`config.mk`:
```
export PLATFORM = sky130hd
export DESIGN_NAME = unidade_controle_jogo
export DESIGN_NICKNAME = d
export VERILOG_FILES = /design/src/rtl/unidade_controle_jogo.sv
export SDC_FILE = /design/constraint.sdc
export NUM_CORES = 1
export LEC_CHECK = 0
export CELL_PAD_IN_SITES_DETAIL_PLACEMENT = 2
export CELL_PAD_IN_SITES_GLOBAL_PLACEMENT = 2
export CORE_MARGIN = 1.5
export CORE_UTILIZATION = 29
export CTS_CLUSTER_DIAMETER = 100
export DETAILED_ROUTE_END_ITERATION = 6
export PLACE_DENSITY = 0.87
export SYNTH_ARGS = -nofsm -noshare
export SYNTH_HDL_FRONTEND = slang
export SYNTH_SLANG_ARGS = --single-unit
```
`constraint.sdc`:
```
create_clock -name clock -period 3.7 [get_ports clock]
set_input_delay 0.37 -clock clock [delete_from_list [all_inputs] [get_ports clock]]
set_output_delay 0.37 -clock clock [all_outputs]
set_load 0.005 [all_outputs]
```
`src/rtl/unidade_controle_jogo.sv`:
```
// -----------------------------------------------------------------------------
// unidade_controle_jogo
//   Moore control unit for the memory game. It sequences showing the stored
//   pattern, taking and comparing player presses, extending the sequence by
//   writing a new entry at the end of each round, and reporting how the game
//   ended (win, wrong press, inactivity timeout).
//
// Ports
//   clock              rising-edge system clock
//   reset              synchronous, active-high; returns to inicial
//   iniciar            start / restart request (level)
//   jogada_feita       a press was detected (single-cycle pulse)
//   jogada_igual       the registered press matches memory
//   fim_rodada         last play of the current round
//   fim_jogo           last round of the game
//   fim_mostra_led     LED display interval elapsed
//   inativo            inactivity timeout
//   zera_* / conta_*   clear / increment controls for datapath counters
//   zeraR / registraR  clear / load of the press register
//   zeraInativo / contaInativo  inactivity counter controls
//   ramWE              pattern memory write enable
//   mostra_led         show memory value at the current address
//   pronto, acertou, errou, timeout  game-end status
//   db_estado          current state code
// -----------------------------------------------------------------------------
module unidade_controle_jogo (
  input  logic       clock,
  input  logic       reset,
  input  logic       iniciar,
  input  logic       jogada_feita,
  input  logic       jogada_igual,
  input  logic       fim_rodada,
  input  logic       fim_jogo,
  input  logic       fim_mostra_led,
  input  logic       inativo,
  output logic       zera_jogada,
  output logic       conta_jogada,
  output logic       zera_rodada,
  output logic       conta_rodada,
  output logic       zeraR,
  output logic       registraR,
  output logic       zeraInativo,
  output logic       contaInativo,
  output logic       zera_mostra_led,
  output logic       conta_mostra_led,
  output logic       ramWE,
  output logic       mostra_led,
  output logic       pronto,
  output logic       acertou,
  output logic       errou,
  output logic       timeout,
  output logic [3:0] db_estado
);

  typedef enum logic [3:0] {
    INICIAL          = 4'h0,
    PREPARACAO       = 4'h1,
    INICIA_RODADA    = 4'h2,
    MOSTRA           = 4'h3,
    ESPERA_JOGADA    = 4'h4,
    REGISTRA         = 4'h5,
    COMPARA          = 4'h6,
    PROXIMA_JOGADA   = 4'h7,
    AVANCA_ESCRITA   = 4'h8,
    ESPERA_ESCRITA   = 4'h9,
    REGISTRA_ESCRITA = 4'hA,
    ESCREVE          = 4'hB,
    PROXIMA_RODADA   = 4'hC,
    FIM_ACERTOU      = 4'hD,
    FIM_ERROU        = 4'hE,
    FIM_TIMEOUT      = 4'hF
  } state_t;

  typedef struct packed {
    logic zera_jogada;
    logic conta_jogada;
    logic zera_rodada;
    logic conta_rodada;
    logic zeraR;
    logic registraR;
    logic zeraInativo;
    logic contaInativo;
    logic zera_mostra_led;
    logic conta_mostra_led;
    logic ramWE;
    logic mostra_led;
    logic pronto;
    logic acertou;
    logic errou;
    logic timeout;
  } ctrl_t;

  state_t state_q, state_d;
  ctrl_t  ctrl_q;

  // Output decode for a given state. It is applied to the next state and
  // registered, so the registered outputs always belong to state_q while
  // staying glitch-free and independent of the current inputs.
  function automatic ctrl_t decode(input state_t s);
    ctrl_t c;
    c = '0;
    case (s)
      PREPARACAO: begin
        c.zera_jogada     = 1'b1;
        c.zera_rodada     = 1'b1;
        c.zeraR           = 1'b1;
        c.zeraInativo     = 1'b1;
        c.zera_mostra_led = 1'b1;
      end
      INICIA_RODADA: begin
        c.zera_jogada     = 1'b1;
        c.zeraInativo     = 1'b1;
        c.zera_mostra_led = 1'b1;
      end
      MOSTRA: begin
        c.mostra_led       = 1'b1;
        c.conta_mostra_led = 1'b1;
        c.zeraInativo      = 1'b1;
      end
      ESPERA_JOGADA, ESPERA_ESCRITA: begin
        c.contaInativo = 1'b1;
      end
      REGISTRA, REGISTRA_ESCRITA: begin
        c.registraR   = 1'b1;
        c.zeraInativo = 1'b1;
      end
      PROXIMA_JOGADA, AVANCA_ESCRITA: begin
        c.conta_jogada = 1'b1;
        c.zeraInativo  = 1'b1;
      end
      ESCREVE:        c.ramWE        = 1'b1;
      PROXIMA_RODADA: c.conta_rodada = 1'b1;
      FIM_ACERTOU: begin
        c.pronto  = 1'b1;
        c.acertou = 1'b1;
      end
      FIM_ERROU: begin
        c.pronto = 1'b1;
        c.errou  = 1'b1;
      end
      FIM_TIMEOUT: begin
        c.pronto  = 1'b1;
        c.timeout = 1'b1;
      end
      default: c = '0;
    endcase
    return c;
  endfunction

  always_comb begin
    state_d = state_q;
    case (state_q)
      INICIAL:          if (iniciar) state_d = PREPARACAO;
      PREPARACAO:       state_d = INICIA_RODADA;
      INICIA_RODADA:    state_d = MOSTRA;
      MOSTRA:           if (fim_mostra_led) state_d = ESPERA_JOGADA;
      ESPERA_JOGADA: begin
        if (jogada_feita)  state_d = REGISTRA;
        else if (inativo)  state_d = FIM_TIMEOUT;
      end
      REGISTRA:         state_d = COMPARA;
      COMPARA: begin
        if (!jogada_igual)             state_d = FIM_ERROU;
        else if (fim_rodada && fim_jogo) state_d = FIM_ACERTOU;
        else if (fim_rodada)           state_d = AVANCA_ESCRITA;
        else                           state_d = PROXIMA_JOGADA;
      end
      PROXIMA_JOGADA:   state_d = ESPERA_JOGADA;
      AVANCA_ESCRITA:   state_d = ESPERA_ESCRITA;
      ESPERA_ESCRITA: begin
        if (jogada_feita)  state_d = REGISTRA_ESCRITA;
        else if (inativo)  state_d = FIM_TIMEOUT;
      end
      REGISTRA_ESCRITA: state_d = ESCREVE;
      ESCREVE:          state_d = PROXIMA_RODADA;
      PROXIMA_RODADA:   state_d = INICIA_RODADA;
      FIM_ACERTOU, FIM_ERROU, FIM_TIMEOUT:
                        if (iniciar) state_d = PREPARACAO;
      default:          state_d = INICIAL;
    endcase
  end

  always_ff @(posedge clock) begin
    if (reset) begin
      state_q <= INICIAL;
      ctrl_q  <= '0;
    end else begin
      state_q <= state_d;
      ctrl_q  <= decode(state_d);
    end
  end

  assign zera_jogada      = ctrl_q.zera_jogada;
  assign conta_jogada     = ctrl_q.conta_jogada;
  assign zera_rodada      = ctrl_q.zera_rodada;
  assign conta_rodada     = ctrl_q.conta_rodada;
  assign zeraR            = ctrl_q.zeraR;
  assign registraR        = ctrl_q.registraR;
  assign zeraInativo      = ctrl_q.zeraInativo;
  assign contaInativo     = ctrl_q.contaInativo;
  assign zera_mostra_led  = ctrl_q.zera_mostra_led;
  assign conta_mostra_led = ctrl_q.conta_mostra_led;
  assign ramWE            = ctrl_q.ramWE;
  assign mostra_led       = ctrl_q.mostra_led;
  assign pronto           = ctrl_q.pronto;
  assign acertou          = ctrl_q.acertou;
  assign errou            = ctrl_q.errou;
  assign timeout          = ctrl_q.timeout;
  assign db_estado        = state_q;

endmodule

```
==> impl_metrics.tcl, run 1 <==
set metrics [dict create \
    num_antenna_cells 0 \
    min-delay-start "jogada_feita" \
    crit_slowest_cell "dfxtp_1" \
    drive_gt1_share_pct 15.1 \
    worst-path-max-fanout 15 \
    hold_class "input port to register" \
    post_drt_via_cell_ratio 5.01 \
    postSynth.asyncResetShare_pct 0 \
    setup_viol 0 \
    post-route-period-util_pct 59.6 \
    synthToLayoutAreaGrowth_pct 30.4 \
    avgRoutedWirePerCell_um 15.5 \
    syn_nets 113 \
    netlist_instances 104 \
    finalNetCount 136 \
    drt_iter0_markers 17 \
    period_needed_ps 2210 \
    dieHeight_um 60.3 \
    grt-ovfl-total 0 \
    clk_latency_ps 290 \
    crit_required_ps 3890 \
    r2r_slack_ps 1490 \
    ctsHoldBuffers 0 \
    leakagePower_nw 0.430 \
    synth.cell_area_um2 952 \
    rsz0062_at_grt "no" \
    hold_viol_final 0 \
    htreeDepth 1 \
    wirelength_mm 2.64 \
    cellPowerDensity_mw_per_mm2 789 \
    p_total_w 0.000979 \
    synth.ff_latch_count 17 \
    initial_core_util_pct 30.9 \
    fmax_ghz 0.453 \
    synth_common_cells "17 x dfxtp_1, 7 x a21oi_1, 6 x buf_4, 6 x nor3_1, 5 x nand2_1" \
    criticalPathCategory "register to register" \
    ios 29 \
    holdPathStages 3 \
    tightest_slew_ps 663 \
    cpPeakStageDelay_ps 630 \
    core_area_mm2 0.00308 \
    regToRegEndpoint "zera_mostra_led$_SDFF_PP0_" \
    setup_tns_ps 0 \
    num_vias 852 \
    drv_slew 0 \
    r2r-start "db_estado[2]$_SDFF_PP0_" \
    firstDrtPassIters 4 \
    crit_arrival_ps 2400 \
    grt_util_all_layers_pct 16.0 \
    clock_path_buffers 2 \
    irDropWorstVdd_mv 0.307 \
    synth_edf_count 0 \
    grt_max_degree 21 \
    dpl.hpwl_mm 2.02 \
    grt_first_pass_wirelength_mm 4.36 \
    dieArea_mm2 0.00364 \
    crit_path_end_kind "register" \
    ys_types 47 \
    synth.largest_area_cell "dfxtp_1" \
    first_global_vias 916 \
    status "completed" \
    root_buffer "clkbuf_4" \
    yosysTopAreaCellShare_pct 35.7 \
    cp_cell_sequence "nor3b_2 > o31ai_1 > o211ai_2 > xnor2_1 > nor4_1" \
    die_x_um 60.3 \
    max-slew-margin-rel_pct 55.7 \
    start_kind "register" \
    finClkSkew_ps 6.13 \
    cts.sinks 17 \
    synth_area_leaders "dfxtp_1 36%, buf_4 4.7%, a21oi_1 3.7%" \
    ys_warn_count 0 \
    hold_end "registraR$_SDFF_PP0_" \
    antenna_found_initial 0 \
    portBuffers 28 \
    synth_ff_type "dfxtp_1" \
    std_cell_rows 20 \
    placedCellCount 166 \
    syn_avg_cell_area_um2 9.16 \
    post_cts_buffers 0 \
    yosysMostFrequentCell "dfxtp_1" \
    cts_tree "yes" \
    path_clk_slew_ps 90 \
    cap_violations 0 \
    post_cts_resized 0 \
    yosysSeqAreaShare_pct 35.7 \
    drc 0 \
    r2r_cells 5 \
    ant_nets 0 \
    layout.cells.non_filler 170 \
    place_congestion 0.742 \
    cts_buffers 3 \
]
layout by cell type (no fill, tap or decap), drive strengths merged:
| cell | count |
|---|---|
| clkdlybuf4s50 | 28 |
| dfxtp | 17 |
| nor3 | 8 |
| a21oi | 7 |
| nand2 | 7 |
| nand2b | 6 |
| o21ai | 5 |
| nor2 | 4 |
| inv | 4 |
| clkbuf | 4 |
| a31oi | 3 |
| nand4 | 3 |
| o211ai | 3 |
| a211oi | 3 |
| and3b | 2 |
| nor2b | 2 |
| nor3b | 2 |
| o31ai | 2 |
| nor4bb | 1 |
| a311o | 1 |
| nand3 | 1 |
| o2111ai | 1 |
| o211a | 1 |
| a21boi | 1 |
| nor4b | 1 |
| and2 | 1 |
| a31o | 1 |
| nand4b | 1 |
| or3 | 1 |
| and3 | 1 |
| or2 | 1 |
| nand3b | 1 |
| xnor2 | 1 |
| nor4 | 1 |
cell families after synthesis:
group	share of synthesized area, %
AND/OR/NAND/NOR	32.6
buffers and inverters	9.20
flip-flops	35.7
XOR/XNOR	0.920
AO/OA/AOI/OAI	21.5
sequential cells by signal (all words and copies together), names as in the netlist:
signal / count
db_estado: 4
acertou: 1
contaInativo: 1
conta_jogada: 1
conta_rodada: 1
errou: 1
mostra_led: 1
pronto: 1
ramWE: 1
registraR: 1
timeout: 1
zeraInativo: 1
zeraR: 1
zera_mostra_led: 1
worst max-delay path: cells and delay by family, from the launching register on:
kind            cells  cell delay, ps
simple gates        2             640
flops               1             630
xor+xnor            1             140
compound gates      2             700
per-stage QoR:
stage	setup WS, ps	util (%)	hold WS [ps]	area (um2)
after CTS	1500	40.3	800	1240
after global routing	1300	40.3	811	1240
after floorplan	2090	-	528	952
final	1490	40.3	812	1240
after detailed placement	1410	39.5	885	1210
after global placement	1520	39.5	840	1210
where the power goes:
group          total [W]  internal (W)  switching, W
Clock          0.0000970     0.0000419     0.0000551
Combinational   0.000563      0.000268      0.000295
Sequential      0.000319      0.000229     0.0000896
per-layer routing:
layer,track usage [%],part of all wire (%)
met4,2.22,0
met3,4.33,4.0
met1,21.1,46
met5,0,0
met2,26.9,50
cell type report:
class                   count  area (um2)
multi-input cells          73         524
inverters                   4        15.0
flip-flops and latches     17         340
fillers                   348        1840
clock buffers               4        26.3
repair buffers             28         280
well taps                  44        55.1
worst max path at each step:
stage / from / endpoint / slack (ps) / cells after the start
after floorplan: db_estado[0]$_SDFF_PP0_ / zeraInativo$_SDFF_PP0_ / 2090 / 7
after global placement: iniciar / zera_mostra_led$_SDFF_PP0_ / 1520 / 6
after detailed placement: iniciar / zera_mostra_led$_SDFF_PP0_ / 1410 / 6
after CTS: db_estado[2]$_SDFF_PP0_ / contaInativo$_SDFF_PP0_ / 1500 / 5
after global routing: db_estado[2]$_SDFF_PP0_ / zeraInativo$_SDFF_PP0_ / 1300 / 6
final: db_estado[2]$_SDFF_PP0_ / zera_mostra_led$_SDFF_PP0_ / 1490 / 5
No activity file was read; power rests on OpenSTA's default activity.
==> run 2: changes to the inputs <==
--- a/config.mk
+++ b/config.mk
@@ -8,10 +8,10 @@
 export CELL_PAD_IN_SITES_DETAIL_PLACEMENT = 2
 export CELL_PAD_IN_SITES_GLOBAL_PLACEMENT = 2
 export CORE_MARGIN = 1.5
-export CORE_UTILIZATION = 29
+export CORE_UTILIZATION = 26
 export CTS_CLUSTER_DIAMETER = 100
 export DETAILED_ROUTE_END_ITERATION = 6
-export PLACE_DENSITY = 0.87
+export PLACE_DENSITY = 0.8
 export SYNTH_ARGS = -nofsm -noshare
 export SYNTH_HDL_FRONTEND = slang
 export SYNTH_SLANG_ARGS = --single-unit
==> constraint.sdc (replaced) <==
create_clock -name clock -period 2.05 [get_ports clock]
set_input_delay 0.205 -clock clock [delete_from_list [all_inputs] [get_ports clock]]
set_output_delay 0.205 -clock clock [all_outputs]
set_load 0.005 [all_outputs]
==> run 2 against run 1 <==
  * Utilization shrank 1.6 points
  * Sequential power grew 70%
  * Clock skew shrank 4.9 ps
  * Critical path depth grew 1
  * Via count grew 6.2%
  * Non-clock buffer count grew 10
  * Sequential share of layout area shrank 1.4 points
  * Power grew 93%
  * Combinational power grew 110%
  * Register-to-register slack lost 1300 ps
  * Largest power group unchanged
  * Highest routed layer is now met4
==> impl_metrics.tcl, run 2 (synthesis results as in run 1) <==
set metrics [dict create \
    status "completed" \
    fmax_ghz 0.548 \
    gr-usage-met1_pct 20.2 \
    clk_latency_ps 280 \
    grt_first_pass_wirelength_mm 4.79 \
    hold_end "registraR$_SDFF_PP0_" \
    initial_core_util_pct 27.9 \
    clock_path_buffers 2 \
    mostFrequentLayoutCells "28 x clkdlybuf4s50_1, 14 x dfxtp_1, 10 x buf_4" \
    grt-ovfl-total 0 \
    timing.final.ws_setup_ps 224 \
    portBuffers 28 \
    pre_cts_ws_ps -19.7 \
    path_clk_slew_ps 90 \
    max-slew-margin-rel_pct 60.7 \
    drv_slew 0 \
    cts.sinks 17 \
    wirelength_mm 2.79 \
    root_buffer "clkbuf_4" \
    ios 29 \
    cellPowerDensity_mw_per_mm2 1430 \
    regToRegEndpoint "zeraInativo$_SDFF_PP0_" \
    crit_buf_inv 0 \
    drc 0 \
    tightest_slew_ps 588 \
    rsz0062_at_grt "no" \
    holdPathStages 3 \
    dpl_cell_area_mm2 0.00129 \
    criticalPathCategory "register to register" \
    cpPeakStageDelay_ps 480 \
    dieArea_mm2 0.00403 \
    min-delay-start "jogada_feita" \
    drive_gt1_share_pct 23.5 \
    crit_path_end_kind "register" \
    place_congestion 0.778 \
    post-route-period-util_pct 89.1 \
    setup_viol 0 \
    worst-path-max-fanout 13 \
    grt_util_all_layers_pct 14.7 \
    r2r_slack_ps 220 \
    std_cell_rows 21 \
    antenna_found_initial 0 \
    fill_cells 392 \
    cap_violations 0 \
    use_met2_pct 24.1 \
    drt_iter0_markers 11 \
    crit_required_ps 2260 \
    htreeDepth 1 \
    crit_slowest_cell "dfxtp_2" \
    r2r-start "db_estado[0]$_SDFF_PP0_" \
    period_needed_ps 1830 \
    synthToLayoutAreaGrowth_pct 38.9 \
    post_cts_buffers 0 \
    met3_usage_pct 3.39 \
    finClkSkew_ps 1.19 \
    hold_viol_final 0 \
    largest_reg_flops 4 \
    cp_cell_sequence "and3b_1 > o31ai_2 > o211ai_2 > nor2_2 > nand4_1 > a31oi_1" \
    grt_max_degree 17 \
    irDropWorstVdd_mv 0.538 \
    top_usage_layer "met2" \
    start_kind "register" \
    cts_tree "yes" \
    dpl.hpwl_mm 2.18 \
    die_x_um 63.5 \
    critPathTopFamily "compound AO/OA/AOI/OAI gates" \
    finalNetCount 146 \
    cts_buffers 3 \
    leakagePower_nw 0.480 \
    first_global_vias 939 \
    setup_tns_ps 0 \
    core_area_mm2 0.00342 \
    ant_nets 0 \
    dieHeight_um 63.5 \
    post_drt_via_cell_ratio 4.97 \
    hold_class "input port to register" \
    num_vias 905 \
    firstDrtPassIters 4 \
    final_common_cell "clkdlybuf4s50_1" \
    avgRoutedWirePerCell_um 15.3 \
    num_antenna_cells 0 \
    r2r_cells 6 \
    final_area_mm2 0.00132 \
    crit_arrival_ps 2040 \
]
run 2: timing repair:
action / in CTS / in global routing
hold buffers: 0 / 0
endpoints found under the hold margin: 0 / 0
resized for setup: 0 / 3
endpoints found under the setup margin: 0 / 9
run 2: how the worst max path moves through the flow:
stage	from	to	slack (ps)	depth (start not counted)
CTS	db_estado[0]$_SDFF_PP0_	contaInativo$_SDFF_PP0_	50	8
floorplan	db_estado[0]$_SDFF_PP0_	zeraInativo$_SDFF_PP0_	440	7
global placement	iniciar	zera_mostra_led$_SDFF_PP0_	40	6
global route	db_estado[0]$_SDFF_PP0_	conta_jogada$_SDFF_PP0_	40	6
detailed placement	iniciar	contaInativo$_SDFF_PP0_	-20	8
finish	db_estado[0]$_SDFF_PP0_	zeraInativo$_SDFF_PP0_	220	6
run 2: final cells by class:
| class | instances | area, um2 | area share [%] |
|---|---|---|---|
| timing repair buffer | 38 | 355 | 26.9 |
| clock buffer | 4 | 26.3 | 1.99 |
| inverter | 4 | 15.0 | 1.14 |
| multi-input combinational | 73 | 524 | 39.6 |
| sequential | 17 | 344 | 26.0 |
| tap | 46 | 57.6 | 4.35 |
run 2: where the power goes:
group / leakage (nW) / internal [W] / switching, W
logic: 0.326 / 0.000579 / 0.000596
clock network: 0.0150 / 0.0000755 / 0.0000980
registers: 0.140 / 0.000421 / 0.000121
total: 0.480 / 0.00108 / 0.000815
run 2: worst register-to-register path, cell delays in order (launching register included):
cell and delay (ps):
dfxtp_2 480, and3b_1 220, o31ai_2 260, o211ai_2 300, nor2_2 190, nand4_1 140, a31oi_1 170
run 2: metrics by stage:
stage	std cells	hold slack (ps)	util, %	power, W
2_1_floorplan	104	363	-	0.00131
3_5_place_dp	178	878	37.8	0.00172
3_3_place_gp	178	866	37.8	0.00167
5_1_grt	182	707	38.7	0.00205
4_1_cts	182	685	38.6	0.00191
6_report	182	689	38.7	0.00189
run 2: per-layer routing:
metal	up-vias	routed length, um
met5	-	0
met4	0	16
met3	2	81
met2	17	1290
met1	446	1410
li1	440	-
==> run 3: changes to the inputs <==
--- a/config.mk
+++ b/config.mk
@@ -5,10 +5,11 @@
 export SDC_FILE = /design/constraint.sdc
 export NUM_CORES = 1
 export LEC_CHECK = 0
+export ABC_AREA = 1
 export CELL_PAD_IN_SITES_DETAIL_PLACEMENT = 2
 export CELL_PAD_IN_SITES_GLOBAL_PLACEMENT = 2
 export CORE_MARGIN = 1.5
-export CORE_UTILIZATION = 26
+export CORE_UTILIZATION = 23
 export CTS_CLUSTER_DIAMETER = 100
 export DETAILED_ROUTE_END_ITERATION = 6
 export PLACE_DENSITY = 0.8
==> run 3 against run 2 <==
  * Count of clock-buffer cells in the layout is 1 lower
  * Via count is 12% higher
  * Final cell count is 24% higher
  * Sequential share of layout area hardly changed
  * Critical path depth is 3 higher
  * Global-route usage is 0.53 points higher
  * Utilization is 6.0 points lower
  * First-iteration DRC count is 82% higher
  * Setup slack worse by 52 ps
  * Cell area is 1.1% lower
  * Highest routed layer unchanged
==> impl_metrics.tcl, run 3 <==
set metrics [dict create \
    syn_avg_cell_area_um2 6.48 \
    synth.largest_area_cell "dfxtp_1" \
    tightest_slew_ps 485 \
    finalNetCount 185 \
    r2r_slack_ps 170 \
    met3_usage_pct 2.50 \
    drv_slew 0 \
    synth_ff_type "dfxtp_1" \
    drt_iter0_markers 20 \
    period_needed_ps 1880 \
    die_x_um 67.6 \
    antenna_found_initial 0 \
    mostFrequentLayoutCells "43 x nand2_1, 28 x clkdlybuf4s50_1, 17 x nor2_1, 17 x dfxtp_1, 16 x nand3_1" \
    place_congestion 0.834 \
    synth.ff_latch_count 17 \
    synth.cell_area_um2 960 \
    num_antenna_cells 0 \
    yosysMostFrequentCell "nand2_1" \
    fill_cells 495 \
    drive_gt1_share_pct 14.9 \
    cellPowerDensity_mw_per_mm2 1160 \
    dpl.hpwl_mm 2.56 \
    grt_first_pass_wirelength_mm 5.26 \
    rsz0062_at_grt "no" \
    std_cell_rows 23 \
    post-route-period-util_pct 91.6 \
    yosysSeqAreaShare_pct 35.5 \
    initial_core_util_pct 24.0 \
    dpl_cell_area_mm2 0.00126 \
    post_drt_via_cell_ratio 4.50 \
    top_usage_layer "met2" \
    criticalPathCategory "register to register" \
    ys_types 18 \
    ys_warn_count 0 \
    synthToLayoutAreaGrowth_pct 36.2 \
    synth_common_cells "43 x nand2_1, 17 x dfxtp_1, 17 x nor2_1" \
    synth_area_leaders "dfxtp_1 35%, nand2_1 17%, nand3_1 8.3%" \
    worst-path-max-fanout 11 \
    hold_viol_final 0 \
    crit_required_ps 2190 \
    post_cts_buffers 0 \
    clock_path_buffers 2 \
    start_kind "register" \
    dieHeight_um 67.6 \
    irDropWorstVdd_mv 0.612 \
    clk_latency_ps 250 \
    crit_path_end_kind "register" \
    gr-usage-met1_pct 18.7 \
    leakagePower_nw 0.614 \
    grt_max_degree 12 \
    drc 0 \
    fmax_ghz 0.533 \
    final_util_pct 32.7 \
    cts_buffers 3 \
    largest_reg_flops 4 \
    cts.sinks 17 \
    cts_tree "yes" \
    path_clk_slew_ps 70 \
    grt_util_all_layers_pct 15.2 \
    first_global_vias 1099 \
    setup_viol 0 \
    cap_violations 0 \
    crit_arrival_ps 2020 \
    portBuffers 28 \
    yosysTopAreaCellShare_pct 35.5 \
    postSynth.asyncResetShare_pct 0 \
    num_vias 1013 \
    finClkSkew_ps 9.65 \
    htreeDepth 1 \
    synth_edf_count 0 \
    ctsHoldBuffers 0 \
    ant_nets 0 \
    grt-ovfl-total 0 \
    firstDrtPassIters 4 \
    hold_slack_ps 626 \
    use_met2_pct 28.4 \
    final_common_cell "nand2_1" \
    hold_class "register to register" \
    status "completed" \
    root_buffer "clkbuf_8" \
    netlist_instances 148 \
    wirelength_mm 3.13 \
    ios 29 \
    syn_nets 157 \
    p_total_w 0.00151 \
    core_area_mm2 0.00400 \
    max-slew-margin-rel_pct 67.6 \
    setup_tns_ps 0 \
    post_cts_resized 0 \
    avgRoutedWirePerCell_um 13.9 \
    dieArea_mm2 0.00457 \
    final_area_mm2 0.00131 \
]
[run 3: changes by cell type in the layout (fill, tap and decap cells not counted), sizes merged, moves of 4 or more]
cell    previous run  this run
nand2b             6         0
inv                4        21
buf               10         0
nor2               4        28
nor3               8         4
nand2              7        46
nand3              1        17
[run 3: metrics by stage]
stage / setup slack [ps] / cells
finish: 172 / 225
global route: 26.1 / 225
CTS: 172 / 225
detailed placement: 156 / 221
global placement: 319 / 221
floorplan: 667 / 148
[run 3: metal layers]
metal	part of all wire, %	vias to the layer above
li1	-	505
met2	53	16
met4	0.61	0
met5	0	-
met1	43	490
met3	2.7	2
[run 3: final timing paths]
check | to | cells after the start | startpoint
max | zeraInativo$_SDFF_PP0_ | 9 | db_estado[0]$_SDFF_PP0_
min | ramWE$_SDFF_PP0_ | 2 | db_estado[1]$_SDFF_PP0_
max reg2reg | zeraInativo$_SDFF_PP0_ | 9 | db_estado[0]$_SDFF_PP0_
min reg2reg | ramWE$_SDFF_PP0_ | 2 | db_estado[1]$_SDFF_PP0_
[run 3: power breakdown]
part	total (W)	switching, W	internal [W]
Combinational	0.000789	0.000479	0.000310
Sequential	0.000473	0.0000825	0.000390
Clock	0.000253	0.000119	0.000135
Total	0.00151	0.000680	0.000835
[run 3: critical path: stages (launching register included)]
cell,delay (ps)
dfxtp_1,620
nand2_1,160
nor3_1,380
nor2_2,100
nand3_4,160
nor2_2,80
nand2_1,80
nand2_1,50
nand2_1,70
nand3_1,70
[run 3: kinds of logic after synthesis]
kind of cell | count (synthesis) | share of synthesized area [%]
and+or+nand+nor | 97 | 47.7
buffers and inverters | 27 | 12.9
AOI/OAI and AO/OA | 7 | 3.91
DFF | 17 | 35.5
[run 3: area by class of cell]
class / count / area (um2) / share of cell area [%]
Multi-Input combinational cell: 104 / 495 / 37.9
Inverter: 22 / 82.6 / 6.32
Timing Repair Buffer: 28 / 280 / 21.4
Clock inverter: 1 / 5.00 / 0.383
Sequential cell: 17 / 340 / 26.0
Tap cell: 50 / 62.6 / 4.78
Clock buffer: 3 / 41.3 / 3.16
